===== src/rtl/wb_arb_pkg.sv =====
// Shared constants and state encoding for the 4-master Wishbone round-robin arbiter.
// Imported by the picker and the arbiter top.
package wb_arb_pkg;

   localparam int MASTER_COUNT = 4;
   localparam int WB_ADR_W     = 32;
   localparam int WB_DAT_W     = 32;
   localparam int WB_SEL_W     = 4;
   localparam int GRANT_W      = 2;
   localparam int CNT_W        = 16;

   typedef enum logic [1:0] {
      ST_IDLE  = 2'd0,
      ST_BUSY  = 2'd1,
      ST_DRAIN = 2'd2
   } arb_state_t;

   function automatic logic [GRANT_W-1:0] next_ptr(input logic [GRANT_W-1:0] g);
      return g + 2'd1;
   endfunction

endpackage


===== src/rtl/rr_priority_picker.sv =====
// Round-robin search: returns the first set request bit at or above ptr,
// wrapping modulo MASTER_COUNT, plus a flag saying any request exists.
module rr_priority_picker
   import wb_arb_pkg::*;
(
   input  logic [MASTER_COUNT-1:0] req,
   input  logic [GRANT_W-1:0]      ptr,
   output logic [GRANT_W-1:0]      idx,
   output logic                    found
);

   // Walk from the farthest offset down so the nearest requester is assigned last.
   always_comb begin
      idx   = ptr;
      found = |req;
      for (int i = MASTER_COUNT - 1; i >= 0; i--) begin
         if (req[ptr + GRANT_W'(i)]) idx = ptr + GRANT_W'(i);
      end
   end

endmodule


===== src/rtl/wb_rr_arbiter_4.sv =====
// Four-master Wishbone arbiter with round-robin grant, per-transfer stall timeout
// and a DRAIN state that swallows late slave acks after an abort.
module wb_rr_arbiter_4
   import wb_arb_pkg::*;
#(
   parameter int unsigned TIMEOUT_CYCLES = 255
) (
   input  logic                             clk,
   input  logic                             rst,
   input  logic [MASTER_COUNT-1:0]          m_cyc_i,
   input  logic [MASTER_COUNT-1:0]          m_stb_i,
   input  logic [MASTER_COUNT-1:0]          m_we_i,
   input  logic [MASTER_COUNT*WB_SEL_W-1:0] m_sel_i,
   input  logic [MASTER_COUNT*WB_ADR_W-1:0] m_adr_i,
   input  logic [MASTER_COUNT*WB_DAT_W-1:0] m_dat_i,
   output logic [WB_DAT_W-1:0]              m_dat_o,
   output logic [MASTER_COUNT-1:0]          m_ack_o,
   output logic [MASTER_COUNT-1:0]          m_err_o,
   output logic [MASTER_COUNT-1:0]          m_int_o,
   output logic                             s_cyc_o,
   output logic                             s_stb_o,
   output logic                             s_we_o,
   output logic [WB_SEL_W-1:0]              s_sel_o,
   output logic [WB_ADR_W-1:0]              s_adr_o,
   output logic [WB_DAT_W-1:0]              s_dat_o,
   input  logic                             s_ack_i,
   input  logic                             s_int_i,
   input  logic [WB_DAT_W-1:0]              s_dat_i,
   output logic [GRANT_W-1:0]               grant_o,
   output logic                             grant_valid_o,
   output logic                             timeout_o,
   output arb_state_t                       state_dbg
);

   localparam logic [CNT_W-1:0] TO_LIMIT = CNT_W'(TIMEOUT_CYCLES);

   arb_state_t         state_q, state_d;
   logic [GRANT_W-1:0] grant_q, grant_d;
   logic [GRANT_W-1:0] ptr_q, ptr_d;
   logic [CNT_W-1:0]   cnt_q, cnt_d;
   logic [GRANT_W-1:0] pick_idx;
   logic               pick_found;

   rr_priority_picker u_picker (
      .req   (m_cyc_i),
      .ptr   (ptr_q),
      .idx   (pick_idx),
      .found (pick_found)
   );

   always_ff @(posedge clk) begin
      if (rst) begin
         state_q <= ST_IDLE;
         grant_q <= '0;
         ptr_q   <= '0;
         cnt_q   <= '0;
      end else begin
         state_q <= state_d;
         grant_q <= grant_d;
         ptr_q   <= ptr_d;
         cnt_q   <= cnt_d;
      end
   end

   // Handshake: a slave beat completes in any BUSY cycle where s_stb_o and s_ack_i
   // are both high; s_ack_i with no strobe is forwarded but starts no beat.
   always_comb begin
      state_d   = state_q;
      grant_d   = grant_q;
      ptr_d     = ptr_q;
      cnt_d     = cnt_q;
      s_cyc_o   = 1'b0;
      s_stb_o   = 1'b0;
      s_we_o    = 1'b0;
      s_sel_o   = '0;
      s_adr_o   = '0;
      s_dat_o   = '0;
      m_ack_o   = '0;
      m_err_o   = '0;
      m_int_o   = '0;
      timeout_o = 1'b0;
      case (state_q)
         ST_IDLE: begin
            if (pick_found) begin
               grant_d = pick_idx;
               cnt_d   = '0;
               state_d = ST_BUSY;
            end
         end
         ST_BUSY: begin
            s_cyc_o = m_cyc_i[grant_q];
            s_stb_o = m_stb_i[grant_q];
            s_we_o  = m_we_i[grant_q];
            s_sel_o = m_sel_i[int'(grant_q)*WB_SEL_W +: WB_SEL_W];
            s_adr_o = m_adr_i[int'(grant_q)*WB_ADR_W +: WB_ADR_W];
            s_dat_o = m_dat_i[int'(grant_q)*WB_DAT_W +: WB_DAT_W];
            m_ack_o[grant_q] = s_ack_i;
            m_int_o[grant_q] = s_int_i;
            if (s_ack_i) cnt_d = '0;
            else if (m_stb_i[grant_q]) cnt_d = cnt_q + 1'b1;
            // An ack arriving on the limit cycle wins over the abort.
            if (!s_ack_i && cnt_q == TO_LIMIT) begin
               m_err_o[grant_q] = 1'b1;
               timeout_o        = 1'b1;
               state_d          = ST_DRAIN;
            end else if (!m_cyc_i[grant_q] && !s_ack_i) begin
               ptr_d   = next_ptr(grant_q);
               state_d = ST_IDLE;
            end
         end
         ST_DRAIN: begin
            if (!m_cyc_i[grant_q]) begin
               ptr_d   = next_ptr(grant_q);
               state_d = ST_IDLE;
            end
         end
         default: state_d = ST_IDLE;
      endcase
      // A reset cycle abandons the transfer silently.
      if (rst) begin
         m_ack_o   = '0;
         m_err_o   = '0;
         m_int_o   = '0;
         timeout_o = 1'b0;
      end
   end

   assign m_dat_o       = s_dat_i;
   assign grant_o       = grant_q;
   assign grant_valid_o = (state_q != ST_IDLE);
   assign state_dbg     = state_q;

endmodule


===== config.mk =====
export PLATFORM = sky130hd
export DESIGN_NAME = wb_rr_arbiter_4
export DESIGN_NICKNAME = d
export VERILOG_FILES = /design/src/rtl/wb_arb_pkg.sv /design/src/rtl/rr_priority_picker.sv /design/src/rtl/wb_rr_arbiter_4.sv
export SDC_FILE = /design/constraint.sdc
export NUM_CORES = 1
export LEC_CHECK = 0
export ABC_AREA = 0
export BUFFER_PORTS_ARGS = -buffer_cell sky130_fd_sc_hd__buf_2
export CORE_AREA = 8 8 165 167
export CTS_BUF_LIST = sky130_fd_sc_hd__clkbuf_8 sky130_fd_sc_hd__clkbuf_16
export DETAILED_ROUTE_END_ITERATION = 10
export DIE_AREA = 0 0 173 175
export SLEW_MARGIN = 20
export SYNTH_ARGS = -nofsm -noshare
export SYNTH_HDL_FRONTEND = slang
export SYNTH_SLANG_ARGS = --single-unit

===== constraint.sdc =====
create_clock -name clk -period 2.3 [get_ports clk]
set_input_delay 0.115 -clock clk [delete_from_list [all_inputs] [get_ports clk]]
set_output_delay 0.115 -clock clk [all_outputs]
set_load 0.03 [all_outputs]

After elaboration in Yosys (flattened, before gate mapping)
Cells that the tools add are included.
W data, S select, Z words.
- register bits: 22
- input port bits: 320
- output and inout port bits: 121
- logic and storage cells: 92
- $add $sub $neg: 5
- magnitude comparators: 6
- equal/unequal tests: 9
- shifts and indexed selects: 3
- muxes and demuxes: 49
- bitwise logic cells: 2
- reduce and logical (&&, ||, !) cells: 14
- operators with widths (kind ; number):
    $shiftx A128 B8 Y32 ; 2
    $mux W32 ; 2
    $mux W16 ; 3
    $mux W4 ; 8
    $pmux W16 S2 ; 1
    $mux W2 ; 11
    $add A16 B1 Y16 const B ; 1
    $eq A16 B8 Y1 const B ; 1
    $shiftx A16 B5 Y4 ; 1
    $lt A2 B3 Y1 const B ; 5
    $bmux W1 S2 ; 7
    $mux W1 ; 14
    $and A4 B4 Y4 ; 2
    $ne A2 B2 Y1 const B ; 4
    $ne A3 B3 Y1 const B ; 2
    $pmux W2 S3 ; 1
    $reduce_and A3 Y1 ; 2
    $reduce_bool A2 Y1 ; 3
    $add A2 B1 Y2 const B ; 2
    $add A2 B2 Y2 const B ; 2
    $pmux W2 S2 ; 1
    $reduce_and A4 Y1 ; 1
    $reduce_or A4 Y1 ; 1
    $logic_and A1 B1 Y1 ; 3
    other kinds (7) ; 8

Depth between registers and ports, before layout
Gate-level depths: netlist of the first run.
- word-level depth: 7
- mapped depth: 7
- gate-level depth less buffers: 5

Cells and area by module
From an unflattened synthesis of the first run, not the netlist that was laid out.
- cells, all modules: 379
- area, all modules: 3794.9 um2
- modules (own cells, without submodules) (module ; times used ; cells each ; area each (um2) ; sequential area each (um2)):
    wb_rr_arbiter_4 ; 1 ; 363 ; 3694.8 ; 440.4
    rr_priority_picker ; 1 ; 16 ; 100.1 ; 0.0

Worst setup path after synthesis of the first run
No wires, ideal clock.
- kind: register to output
- start point: register grant_q[0], in the netlist grant_o[0]
- end point: output port s_adr_o[0]
- arrival time: 1.975 ns
- data required time: 2.185 ns
- setup slack: 0.210 ns
- cell stages (with the launch flop): 5
- buffers on the path: 2
- path through: dfxtp_1 buf_2 buf_2 mux4_2 and3_1
- longest elaborated chain between the ends: 2
- ends and longest elaborated chain (item ; line ; text):
    start, declared ; wb_rr_arbiter_4.sv:38 ; logic [GRANT_W-1:0] grant_q, grant_d;
    start signal, assigned ; wb_rr_arbiter_4.sv:59 ; grant_q <= grant_d;
    $shiftx A128 B8 Y32 ; wb_rr_arbiter_4.sv:95 ; s_adr_o = m_adr_i[int'(grant_q)*WB_ADR_W +: WB_ADR_W];
    $mux W32 ; wb_rr_arbiter_4.sv:82 ; case (state_q)
    end, declared ; wb_rr_arbiter_4.sv:24 ; output logic [WB_ADR_W-1:0] s_adr_o,
No other way between the ends.

Final worst setup path of the first run
- start point: register cnt_q[0]
- end point: output port m_err_o[2]
- longest elaborated chain between the ends: 5
- ends and longest elaborated chain (item ; line ; text):
    start, declared ; wb_rr_arbiter_4.sv:40 ; logic [CNT_W-1:0] cnt_q, cnt_d;
    start signal, assigned ; wb_rr_arbiter_4.sv:61 ; cnt_q <= cnt_d;
    $eq A16 B8 Y1 ; wb_rr_arbiter_4.sv:102 ; if (!s_ack_i && cnt_q == TO_LIMIT) begin
    $logic_and A1 B1 Y1 ; wb_rr_arbiter_4.sv:102 ;
    $mux W4 ; wb_rr_arbiter_4.sv:102 ;
    $mux W4 ; wb_rr_arbiter_4.sv:82 ;
    $mux W4 ; wb_rr_arbiter_4.sv:120 ; if (rst) begin
    end, declared ; wb_rr_arbiter_4.sv:18 ; output logic [MASTER_COUNT-1:0] m_err_o,
No other way between the ends.

==> results of run 1 <==
==> critical path, cell delays in order (launching register included) <==
cell and delay (ns):
sky130_fd_sc_hd__dfxtp_1 0.38, sky130_fd_sc_hd__ha_1 0.20, sky130_fd_sc_hd__nor4bb_4 0.30, sky130_fd_sc_hd__and4_4 0.28, sky130_fd_sc_hd__and3_2 0.23, sky130_fd_sc_hd__and2_1 0.20, sky130_fd_sc_hd__clkbuf_4 0.22
==> worst max path at each step <==
stage / from / end / slack, ns / depth (start not counted)
after floorplan: grant_o[0]$_SDFFE_PP0P_ / s_adr_o[0] / 0.21 / 4
after global placement: grant_o[1]$_SDFFE_PP0P_ / ptr_q[0]$_SDFFE_PP0P_ / 0.28 / 4
after detailed placement: cnt_q[0]$_SDFFE_PP0P_ / m_err_o[2] / 0.29 / 6
after CTS: cnt_q[0]$_SDFFE_PP0P_ / m_err_o[2] / 0.01 / 6
after global routing: cnt_q[0]$_SDFFE_PP0P_ / m_err_o[2] / -0.0004 / 6
final: cnt_q[0]$_SDFFE_PP0P_ / m_err_o[2] / 0.10 / 6
==> what timing repair did <==
item | 4_1_cts | 5_1_grt
resized for setup | 1 | 5
setup buffers | 0 | 0
hold buffers | 0 | 0
endpoints found under the setup margin | 1 | 4
hold endpoints to repair | 0 | 0
==> cell families (layout without fill, tap and decap cells) <==
group	after synthesis	after routing	synth area share, %
buf+inv	81	402	11.4
compound gates	44	44	7.53
flops	22	22	11.2
other cells	0	3	0
fa+ha+maj	5	5	1.59
mux	79	79	42.9
simple gates	159	159	25.3
==> cell usage after synthesis (2+ instances only) <==
cell type	n
sky130_fd_sc_hd__clkbuf_1	26
sky130_fd_sc_hd__buf_4	32
sky130_fd_sc_hd__and4_1	3
sky130_fd_sc_hd__mux2i_1	7
sky130_fd_sc_hd__nand2_1	12
sky130_fd_sc_hd__and3_1	75
sky130_fd_sc_hd__buf_2	12
sky130_fd_sc_hd__mux4_2	70
sky130_fd_sc_hd__o21ai_0	4
sky130_fd_sc_hd__nand3_1	6
sky130_fd_sc_hd__dfxtp_1	22
sky130_fd_sc_hd__inv_1	10
sky130_fd_sc_hd__nor2_1	7
sky130_fd_sc_hd__a21oi_1	19
sky130_fd_sc_hd__and2_1	13
sky130_fd_sc_hd__nor2b_1	2
sky130_fd_sc_hd__ha_1	5
sky130_fd_sc_hd__nand3b_1	3
sky130_fd_sc_hd__or3b_2	3
sky130_fd_sc_hd__nand4_1	3
sky130_fd_sc_hd__or3_1	3
sky130_fd_sc_hd__nand2b_1	2
sky130_fd_sc_hd__o211ai_1	2
sky130_fd_sc_hd__nor3b_1	4
sky130_fd_sc_hd__o31ai_1	6
sky130_fd_sc_hd__nor4_1	6
sky130_fd_sc_hd__or4_1	9
==> per-layer routing <==
metal,vias up,GRT usage (%),part of all wire (%)
li1,2181,-,-
met1,2405,16.2,39
met2,274,23.1,51
met3,23,3.52,8.3
met4,6,2.84,1.8
met5,-,0,0.17
==> sequential cells by signal, indices dropped and copies added, names as in the netlist <==
| register | count |
|---|---|
| cnt_q | 16 |
| state_dbg | 2 |
| grant_o | 2 |
| ptr_q | 2 |
==> layout make-up <==
| class | instances | area (um2) |
|---|---|---|
| sequential | 22 | 449 |
| fill | 2689 | 18600 |
| tap | 330 | 413 |
| multi-input combinational | 287 | 3050 |
| antenna | 3 | 7.51 |
| timing repair buffer | 388 | 2000 |
| inverter | 10 | 37.5 |
| clock buffer | 4 | 88.8 |
==> per-stage QoR <==
step	TNS, ns	hold slack (ns)	cells	total power (W)
6_report	0	0.230	1044	0.00204
5_1_grt	-0.000389	0.230	1044	0.00214
4_1_cts	0	0.230	1041	0.00206
3_5_place_dp	0	0.230	1037	0.00164
3_3_place_gp	0	0.230	1037	0.00163
2_1_floorplan	0	0.295	390	0.00124
==> power groups by stage <==
stage | clock network, W | logic (W) | registers (W)
after floorplan | 0 | 0.000833 | 0.000411
after global placement | 0 | 0.00122 | 0.000414
after global routing | 0.000430 | 0.00130 | 0.000408
final | 0.000413 | 0.00122 | 0.000406
after CTS | 0.000424 | 0.00123 | 0.000406
after detailed placement | 0 | 0.00122 | 0.000414
==> results, run 1 <==
- Of the total power, the share spent switching nets is 39.8%.
- The clock tree from TritonCTS is done.
- The analysis attributes to cell leakage a power of 2.95 nW.
- For the pin with the worst max-slew slack, the measured transition is about 0.70 ns.
- The first detailed-routing pass took 4 iterations.
- STA classifies the critical path endpoint as an output port.
- The maximum clock insertion buffer count is 2.
- The biggest area contributor in the post-synthesis netlist is sky130_fd_sc_hd__mux4_2.
- The first-pass GRT wire length is approximately 32000 um.
- Cells fill 24.5% of the core in the end.
- Of the cells placed in the final design, the portion with a size suffix greater than 1 is 67.2%.
- The clock share of power is 20.2%.
- Based on the critical path, the design can be clocked at up to about 0.46 GHz.
- In the finished design, the share of the clock period the worst path needs comes to a little over nine tenths.
- After legalization and detailed placement, the total HPWL measured about 19000 um.
- The via count of the first global-routing pass was 4888.
- The overall die area is 30300 um2.
- The number of port buffers is between 300 and 400.
- The routability congestion estimate is around 0.87.
- The area of the mapped netlist is around 3900 um2.
- Leaving out fill and tap cells, the most frequent cell in the layout is sky130_fd_sc_hd__buf_2.
- Once placement finished, the instance area stood at 5930 um2.
- The total area inside the core boundary comes to between 20000 and 25000 um2.
- For hold timing, the worst endpoint is m_dat_o[13].
- The synthesized design contains 22 register bits.
- The average footprint of a synthesized cell is 10.1 um2.
- For this run, the total global-route usage over all layers was measured as 13.3%.
- Per report_power, the sequential group accounts for 19.9% of the total.
- Yosys mapped the design onto 51 distinct sky130hd cell types.
- The final layout contains routed wiring with a total length of 22000 um.
- The number of nets in the synthesized netlist is 715.
- From synthesis to final layout, the design area changed by 54.2%.
- The total number of placement rows is 58.
- The clock net in this run drives a total of 22 sinks.
- The final cell area excluding filler cells is roughly 6000 um2.
- Counting instances, the worst hold path has a depth of 0.
- The proportion of synthesized chip area in sequential cells is roughly 11%.
- The run finished with clean final reports.
- In this run the count of I/O pins placed on the die edge is 441.
- At the end of the flow, the number of nets in the layout was 1037.
- The data arrival time of the worst path is 2.08 ns.
- For this run, the number of Yosys warnings is 0.
- The net load switching power is around 0.00081 W.
- Ranked by total cell area, the synthesized netlist is headed by sky130_fd_sc_hd__mux4_2 (40%), sky130_fd_sc_hd__and3_1 (12%), sky130_fd_sc_hd__dfxtp_1 (11%).
- Clock latency on the worst-skew pair, taken at its later pin, is 0.26 ns.
- Clock-pin slew was measured on the worst setup and hold paths at roughly 0.06 ns.
- The vertical die dimension is 175 um.
- The overall overflow remaining after global route is 0.
- The type of the worst min-delay path is in -> out.
- Setup slack on the critical path of the routed design comes to 0.104 ns.
- The initial antenna violation count is 6.
- The total count of hold-check failures in the final report is 0.
- The detailed router placed 4889 vias in this run.
- The detailed-route wire length per cell is 21.1 um.
- The worst slack after detailed placement is around 0.29 ns.
- The most used flip-flop cell after synthesis is sky130_fd_sc_hd__dfxtp_1.
- Clock skew on the completed layout was measured at 0.00529 ns.
- Entering global routing, the biggest net connects 47 pins.
- The post-route DRC violation count is 0.
- The top cell types in the final layout, fill and taps aside, are sky130_fd_sc_hd__buf_2 (375), sky130_fd_sc_hd__and3_1 (74), sky130_fd_sc_hd__mux4_2 (70).
- Across the run, the number of max-cap violations was 0.
- The synthesized design contains 0 enable-type register cells.
- The startpoint of the worst register-to-register path is grant_o[1]$_SDFFE_PP0P_.
- The startpoint identified for the worst hold timing path is s_dat_i[13].
- The clock buffer count from CTS is 3.
- Once the floorplan was initialized, standard cells occupied 15.9% of the core.
- The tree is rooted in a sky130_fd_sc_hd__clkbuf_16.
- The maximum resistive drop on vdd is 0.221 mV.
- Setup violations remaining at the end of the flow were counted as 0.
- The count of mapped cells out of synthesis is 390.
- In this run the remaining antenna-violating nets after routing total 0.
- In this run the power density over the cells is 338 nW/um2.
- The internal portion of total power is ~0.0012 W.
- The worst setup path category is reg -> out.
- In this run the number of H-tree levels came out at 1.
- The depth of the worst register-to-register path is 4.
- The proportion of register bits with asynchronous set or reset after synthesis is 0%.
- The proportion of netlist area held by the largest area contributor is 40.2%.
- The kind of start point of the critical path is a flip-flop.
- The proportion of power drawn by combinational gates is 59.9%.
- The data required time at the worst endpoint is about 2.2 ns.
- The DRC marker count from the first detailed-route iteration is 372.
- The final critical-path required period is 2.20 ns.
- The capturing point of the worst reg2reg path is ptr_q[0]$_SDFFE_PP0P_.
- The die extent in x is about 170 um.
- Across all register-to-register paths, the minimum setup slack is 0.30 ns.
- Along the worst path, the maximum fanout reaches 5.
- The per-cell via count in the routed design is 4.68.
- The relative max-transition margin is roughly 53%.
- The max-slew violation count is 0.
Power figures use the tool's default switching activity.
==> inputs of run 2 (changes only) <==
Settings changed: BUFFER_PORTS_ARGS -buffer_cell sky130_fd_sc_hd__buf_2 to default, CORE_AREA 8 8 165 167 to 8 8 167 169, DIE_AREA 0 0 173 175 to 0 0 175 177, DONT_BUFFER_PORTS from default to 1.
==> run 2 against run 1 <==
  * Clock power grew 13%
  * Worst hold slack lost 0.20 ns
  * First-iteration DRC count is 0.27% higher
  * Global-route usage is 0.69 points lower
  * Largest power group unchanged
==> results, run 2 (same netlist as run 1, synthesis figures left out) <==
- The critical path endpoint is m_err_o[2].
- cnt_q holds more flip-flops than any other register.
- The first-pass GRT wire length is 29000 um (-9.4%).
- The detailed-route wire length per cell was 31.3 um (+49%).
- The setup skew after layout was 0.00284 ns (-0.00246 ns).
- The net load switching power is 0.000732 W (-10%).
- The slew at the pin with the worst max-slew slack is 0.691 ns (-0.0121 ns).
- The largest net degree at the start of global routing was 50 (+6.4%).
- The relative max-transition margin came to 53.9% (+0.81 points).
- The data required time at the worst endpoint was 2.18 ns (about the same).
- The kind of start point of the critical path is a flip-flop.
- The placeable core region is 25500 um2 (+3.2%).
- The share of post-route cells with drive strength above 1 came to 32.9% (-34 points).
- The maximum clock insertion buffer count was 2 (unchanged).
- The sequential share of power came to 22.7% (+2.8 points).
- The achievable clock frequency is 0.465 GHz (+2.0%).
- The maximum resistive drop on vdd is 0.226 mV (+2.2%).
- The final period utilization is 93.6% (-1.9 points).
- The proportion of power drawn by combinational gates is 51.0% (-8.9 points).
- In the layout the commonest cells are sky130_fd_sc_hd__and3_1 (74), sky130_fd_sc_hd__mux4_2 (70), sky130_fd_sc_hd__a21oi_1 (19), sky130_fd_sc_hd__dfxtp_1 (19), sky130_fd_sc_hd__buf_4 (19).
- The sum of net half-perimeters after detailed placement is 18300 um (-2.5%).
- The number of vias in the routed layout is 3570 (-27%).
- The boundary pin count is 441 (unchanged).
- The total clock sinks came to 22 (unchanged).
- The worst setup path category is reg -> out.
- Traced cell by cell, the critical path runs through nor4b_1, and4_2, and3_4, and2_1, buf_12.
- The flow ran to the end, and the final reports show no timing, DRC or antenna violations.
- The clock tree from TritonCTS is done.
- The number of H-tree levels is 1 (unchanged).
- The length of the first detailed-routing pass in iterations is 5 (+1).
- The per-cell via count in the routed design is 5.17 (+10%).
- The total track usage is 12.6% (-0.69 points).
- The routability congestion estimate is 0.787 (-9.0%).
- The register-to-register setup slack is 0.38 ns (+0.08 ns).
- The internal portion of total power is 0.00105 W (-15%).
- Setup repair after global routing left no endpoint under its margin.
- The overall overflow remaining after global route is 0 (unchanged).
- The leakage power summed over all cells is 1.47 nW (-50%).
- The worst hold path belongs to the class in -> reg.
- The most frequent standard cell in the layout excluding fill and tap cells is sky130_fd_sc_hd__and3_1.
- The power density over the cells is 409 nW/um2 (+21%).
- The depth of the worst register-to-register path is 4 (unchanged).
- The core utilization of the finished layout was 17.1% (-7.4 points).
- The area occupied by registers is 449 um2 (unchanged).
- The DRC marker count from the first detailed-route iteration is 373 (+0.27%).
- The combined area of the multi-input logic cells is 3040 um2 (-0.41%).
- The overall die area is 31000 um2 (+2.3%).
- The number of flip-flops in the largest register was 16 (unchanged).
- The clock buffer count from CTS is 3 (unchanged).
- The cell count after placement was 677 (-35%).
- Relative to the synthesized area, the layout overhead comes to 11.0%.
- The starting density of the core is 15.4% (-0.50 points).
- The largest fanout on the critical path is 9 (+4).
- The total routed wirelength came to 21600 um (-1.7%).
- The startpoint of the worst register-to-register path is grant_o[1]$_SDFFE_PP0P_.
- The number of port buffers is 0 (-100%).
- The stage delay of the slowest cell on the critical path is 0.47 ns (+0.09 ns).
- The number of endpoints failing setup at the final stage is 0 (unchanged).
- The capturing point of the worst reg2reg path is ptr_q[0]$_SDFFE_PP0P_.
- The total count of hold-check failures in the final report is 0 (unchanged).
- The slowest stage of the critical path belongs to the cell sky130_fd_sc_hd__dfxtp_1.
- The via count of the first global-routing pass is 3420 (-30%).
- The final instance count without filler cells was 690 (-34%).
- The count of filler cells inserted in the layout came to 2800 (+4.1%).
- The post-route DRC violation count came to 0 (unchanged).
- The die extent in x is 175 um (+1.2%).
- The accumulated negative setup slack came to 0 ns (unchanged).
- The clock-pin slew of the registers on the worst-case setup and hold paths is 0.07 ns (about the same).
- The clock latency of the later-clocked register in the worst-skew pair is 0.26 ns (about the same).
- The clock share of power was 26.3% (+6.1 points).
- The clock tree root buffer cell is sky130_fd_sc_hd__clkbuf_16.
- The number of nets still failing antenna checks after routing is 0 (unchanged).
- The data arrival time of the worst path is 2.04 ns (-0.04 ns).
- The number of nets in the final layout is 676 (-35%).
- The net switching fraction of the power was 41.2% (+1.4 points).
- The initial antenna violation count came to 14 (+8).
- The total number of placement rows is 59 (+1.7%).
- The vertical die dimension is 177 um (+1.1%).
- The max-slew violation count is 0 (unchanged).
- The final critical-path required period is 2.15 ns (-0.0434 ns).
- The max-cap violation count was 0 (unchanged).
- The kind of capture point of the worst setup path is an output port.
- The critical path starts at cnt_q[7]$_SDFFE_PP0P_.
## run 2: how the worst min path moves through the flow
| stage | start | endpoint | slack, ns | depth (start not counted) |
|---|---|---|---|---|
| CTS | rst | cnt_q[12]$_SDFFE_PP0P_ | 0.03 | 2 |
| global route | rst | cnt_q[5]$_SDFFE_PP0P_ | 0.03 | 2 |
| floorplan | rst | ptr_q[1]$_SDFFE_PP0P_ | 0.30 | 2 |
| detailed placement | rst | grant_o[0]$_SDFFE_PP0P_ | 0.18 | 1 |
| finish | rst | cnt_q[15]$_SDFFE_PP0P_ | 0.03 | 2 |
| global placement | rst | grant_o[0]$_SDFFE_PP0P_ | 0.18 | 1 |
## run 2: what timing repair did
| item | CTS | global route |
|---|---|---|
| buffers inserted | 0 | 3 |
| hold buffers | 1 | 0 |
| resized for setup | 0 | 3 |
| hold endpoints to repair | 6 | 0 |
| setup endpoints to repair | 0 | 5 |
## run 2: final cells by class
type	count	share of cell area [%]
well taps	335	9.63
flip-flops and latches	22	10.3
inverters	10	0.862
clock buffers	4	2.30
diodes	5	0.287
repair buffers	27	6.73
multi-input cells	287	69.9
## run 2: worst max-delay path, delay by kind of cell (launching register included)
family                 cells  cell delay [ns]
AND/OR/NAND/NOR            4             1.16
flip-flops                 1             0.47
buffers and inverters      1             0.13
## run 2: stage by stage
| stage | cell area (um2) | hold WS [ns] | total power, W | setup slack [ns] |
|---|---|---|---|---|
| CTS | 4310 | 0.0336 | 0.00178 | 0.0286 |
| finish | 4350 | 0.0323 | 0.00178 | 0.147 |
| global route | 4350 | 0.0329 | 0.00185 | 0.0824 |
| global placement | 4200 | 0.178 | 0.00131 | 0.342 |
| detailed placement | 4200 | 0.178 | 0.00131 | 0.368 |
| floorplan | 3920 | 0.295 | 0.00124 | 0.210 |
## run 2: power groups by stage
| stage | clock (W) | combinational, W | sequential (W) |
|---|---|---|---|
| 6_report | 0.000468 | 0.000906 | 0.000404 |
| 5_1_grt | 0.000485 | 0.000963 | 0.000406 |
| 4_1_cts | 0.000468 | 0.000906 | 0.000411 |
| 3_5_place_dp | 0 | 0.000894 | 0.000420 |
| 3_3_place_gp | 0 | 0.000894 | 0.000419 |
| 2_1_floorplan | 0 | 0.000833 | 0.000411 |
## run 2: per-layer routing
metal	global-route usage (%)	wire, um	vias up
li1	-	-	1461
met4	1.31	168	14
met3	6.40	2690	23
met1	15.3	8180	1806
met2	20.3	10500	266
met5	0	87	-
==> inputs of run 3 (changes only) <==
Settings changed: GPL_TIMING_DRIVEN from default to 1.
Clock period 2.3 ns to 2.08 ns, I/O delays scaled along.
==> run 3 against run 2 <==
  * Clock skew rose by 0.0012 ns
  * Non-clock buffer count is 13 higher
  * Largest cell class unchanged
  * Setup slack got worse by 0.11 ns
  * Global-route usage shrank 0.27 points
  * Die area unchanged
  * Critical path depth fell by 2
  * Utilization grew 0.83 points
  * Sequential power is 11% higher
  * Highest routed layer unchanged
==> results, run 3 (same netlist as run 1, synthesis figures left out) <==
- The placeable core region is 25500 um2 (unchanged).
- The smallest clock period supported by the final layout is computed as 2.04 ns.
- The type of the worst min-delay path is in -> reg.
- The clock latency of the later-clocked register in the worst-skew pair came to 0.26 ns (about the same).
- The post-route DRC violation count is 0 (unchanged).
- The routability congestion estimate is 0.807 (+2.6%).
- The setup skew after layout is 0.00404 ns (+0.00120 ns).
- The worst setup path category is reg -> out.
- The accumulated negative setup slack is 0 ns (unchanged).
- Walking the worst path, the cells encountered are bufbuf_16, mux4_2, and3_2.
- The run finished with clean final reports.
- The count of filler cells inserted in the layout is 2788 (-0.43%).
- The per-cell via count in the routed design is 5.23 (+1.0%).
- The length of the first detailed-routing pass in iterations is 5 (unchanged).
- The die extent in x was 175 um (unchanged).
- The clock-pin slew of the registers on the worst-case setup and hold paths is 0.06 ns (about the same).
- The total track usage is 12.3% (-0.27 points).
- The detailed-route wire length per cell is 30.5 um (-2.5%).
- The maximum resistive drop on vdd is 0.327 mV (+44%).
- The largest net degree at the start of global routing was 46 (-8.0%).
- The cell count after placement was 689 (+1.8%).
- The top register by number of flip-flops is cnt_q.
- The overall overflow remaining after global route is 0 (unchanged).
- The number of flip-flops in the largest register is 16 (unchanged).
- The data required time at the worst endpoint is 1.98 ns (-0.20 ns).
- The clock tree from TritonCTS is done.
- The post-detailed-placement cell area is 4370 um2 (+3.9%).
- The number of nets still failing antenna checks after routing was 0 (unchanged).
- The overall die area was 31000 um2 (unchanged).
- The final instance count without filler cells came to 699 (+1.3%).
- The via count of the first global-routing pass came to 3487 (+2.0%).
- The initial antenna violation count is 12 (-2).
- The most frequent standard cell in the layout excluding fill and tap cells is sky130_fd_sc_hd__mux4_2.
- The highest-delay cell along the critical path is sky130_fd_sc_hd__mux4_2.
- The maximum clock insertion buffer count is 2 (unchanged).
- The starting density of the core is 15.4% (unchanged).
- Setup repair after global routing could not meet its margin everywhere.
- The total number of placement rows is 59 (unchanged).
- The number of nets in the final layout is 689 (+1.9%).
- The first-pass GRT wire length was 28500 um (-1.8%).
- The DRC marker count from the first detailed-route iteration is 363 (-2.7%).
- The total routed wirelength is 21300 um (-1.2%).
- The total clock sinks is 22 (unchanged).
- The total count of hold-check failures in the final report was 0 (unchanged).
- The final period utilization is 98.0%.
- The number of vias in the routed layout is 3653 (+2.3%).
- The core utilization of the finished layout is 17.9% (+0.83 points).
- The vertical die dimension was 177 um (unchanged).
- The final cell area excluding filler cells was 4560 um2 (+4.8%).
- The stage delay of the slowest cell on the critical path is 0.53 ns (+0.06 ns).
- The worst setup path is captured at an output port.
- The area growth from synthesis to layout is 16.3%.
- Leaving out fill and tap cells, the most frequent cells in the layout are sky130_fd_sc_hd__mux4_2 (70), sky130_fd_sc_hd__and3_1 (66), sky130_fd_sc_hd__buf_4 (24).
- The number of endpoints failing setup at the final stage is 0 (unchanged).
- The max-cap violation count came to 0 (unchanged).
- The leakage power summed over all cells was 1.56 nW (+6.3%).
- The sum of net half-perimeters after detailed placement is 18000 um (-1.3%).
- The max-slew violation count is 0 (unchanged).
- The boundary pin count came to 441 (unchanged).
- The number of port buffers is 0 (unchanged).
- The share of post-route cells with drive strength above 1 came to 38.6% (+5.7 points).
- The relative max-transition margin is 57.1% (+3.2 points).
- STA classifies the critical path startpoint as a flip-flop.
- The slew at the pin with the worst max-slew slack came to 0.641 ns (-0.0504 ns).
- The number of H-tree levels is 1 (unchanged).
- The tree is rooted in a sky130_fd_sc_hd__clkbuf_16.
- The data arrival time of the worst path is 1.93 ns (-0.11 ns).
- For this run, the top clock speed supported by timing is 0.491 GHz.
- The power density over the cells is 427 nW/um2 (+4.5%).
- The largest fanout on the critical path is 14 (+5).
- The clock buffer count from CTS is 3 (unchanged).
-- run 3: cell types whose count changed in the layout (fill, tap and decap cells not counted), moves of 2 or more --
cell	before	now
sky130_fd_sc_hd__dfxtp_1	19	17
sky130_fd_sc_hd__and3_1	74	66
sky130_fd_sc_hd__dfxtp_2	1	3
sky130_fd_sc_hd__and3_2	0	8
sky130_fd_sc_hd__buf_4	19	24
sky130_fd_sc_hd__diode_2	5	1
sky130_fd_sc_hd__buf_12	7	12
-- run 3: cell type report --
type | count | area [um2] | area share [%]
Multi-Input combinational cell | 287 | 3060 | 67.1
Timing Repair Buffer | 40 | 502 | 11.0
Sequential cell | 22 | 452 | 9.90
Tap cell | 335 | 419 | 9.19
Clock buffer | 4 | 88.8 | 1.95
Inverter | 10 | 37.5 | 0.823
Antenna cell | 1 | 2.50 | 0.0548
-- run 3: path summary, 6_finish.rpt --
check | from | endpoint | slack [ns] | cells past startpoint
setup / recovery | grant_o[0]$_SDFFE_PP0P_ | s_adr_o[6] | 0.04 | 3
hold / removal | rst | cnt_q[15]$_SDFFE_PP0P_ | 0.03 | 2
setup reg to reg | grant_o[1]$_SDFFE_PP0P_ | ptr_q[0]$_SDFFE_PP0P_ | 0.23 | 4
hold reg to reg | cnt_q[14]$_SDFFE_PP0P_ | cnt_q[14]$_SDFFE_PP0P_ | 0.49 | 2
-- run 3: worst max-delay path, delay by kind of cell (launching register included) --
family                 cells  cell delay (ns)
buffers and inverters      1             0.36
muxes                      1             0.53
and+or+nand+nor            1             0.30
DFF                        1             0.48
-- run 3: per-stage QoR --
stage / hold WS [ns] / setup WS (ns) / total power (W)
after floorplan: 0.284 / 0.000768 / 0.00138
after CTS: 0.0258 / 0.00650 / 0.00196
after global placement: 0.169 / 0.125 / 0.00147
after detailed placement: 0.172 / 0.103 / 0.00147
after global routing: 0.0279 / -0.0190 / 0.00203
final: 0.0273 / 0.0422 / 0.00195
-- run 3: timing repair --
action / CTS / global route
pin swaps: 1 / 0
hold buffers: 1 / 0
endpoints found under the setup margin: 17 / 18
cloned: 1 / 0
resized for setup: 5 / 12
buffers inserted: 3 / 0
hold endpoints to repair: 6 / 0
-- run 3: routing by layer --
metal  GRT usage (%)  wire length, um  vias to the layer above
met4            2.97              533                       18
met2            19.2             9930                      287
met5               0              118                        -
li1                -                -                     1483
met3            6.55             2840                       36
met1            14.7             7920                     1829
-- run 3: power breakdown --
group	internal [W]	leakage, nW	switching [W]	total, W
logic	0.000418	1.34	0.000617	0.00103
registers	0.000429	0.180	0.0000211	0.000450
clock network	0.000294	0.0442	0.000169	0.000464
total	0.00114	1.56	0.000807	0.00195
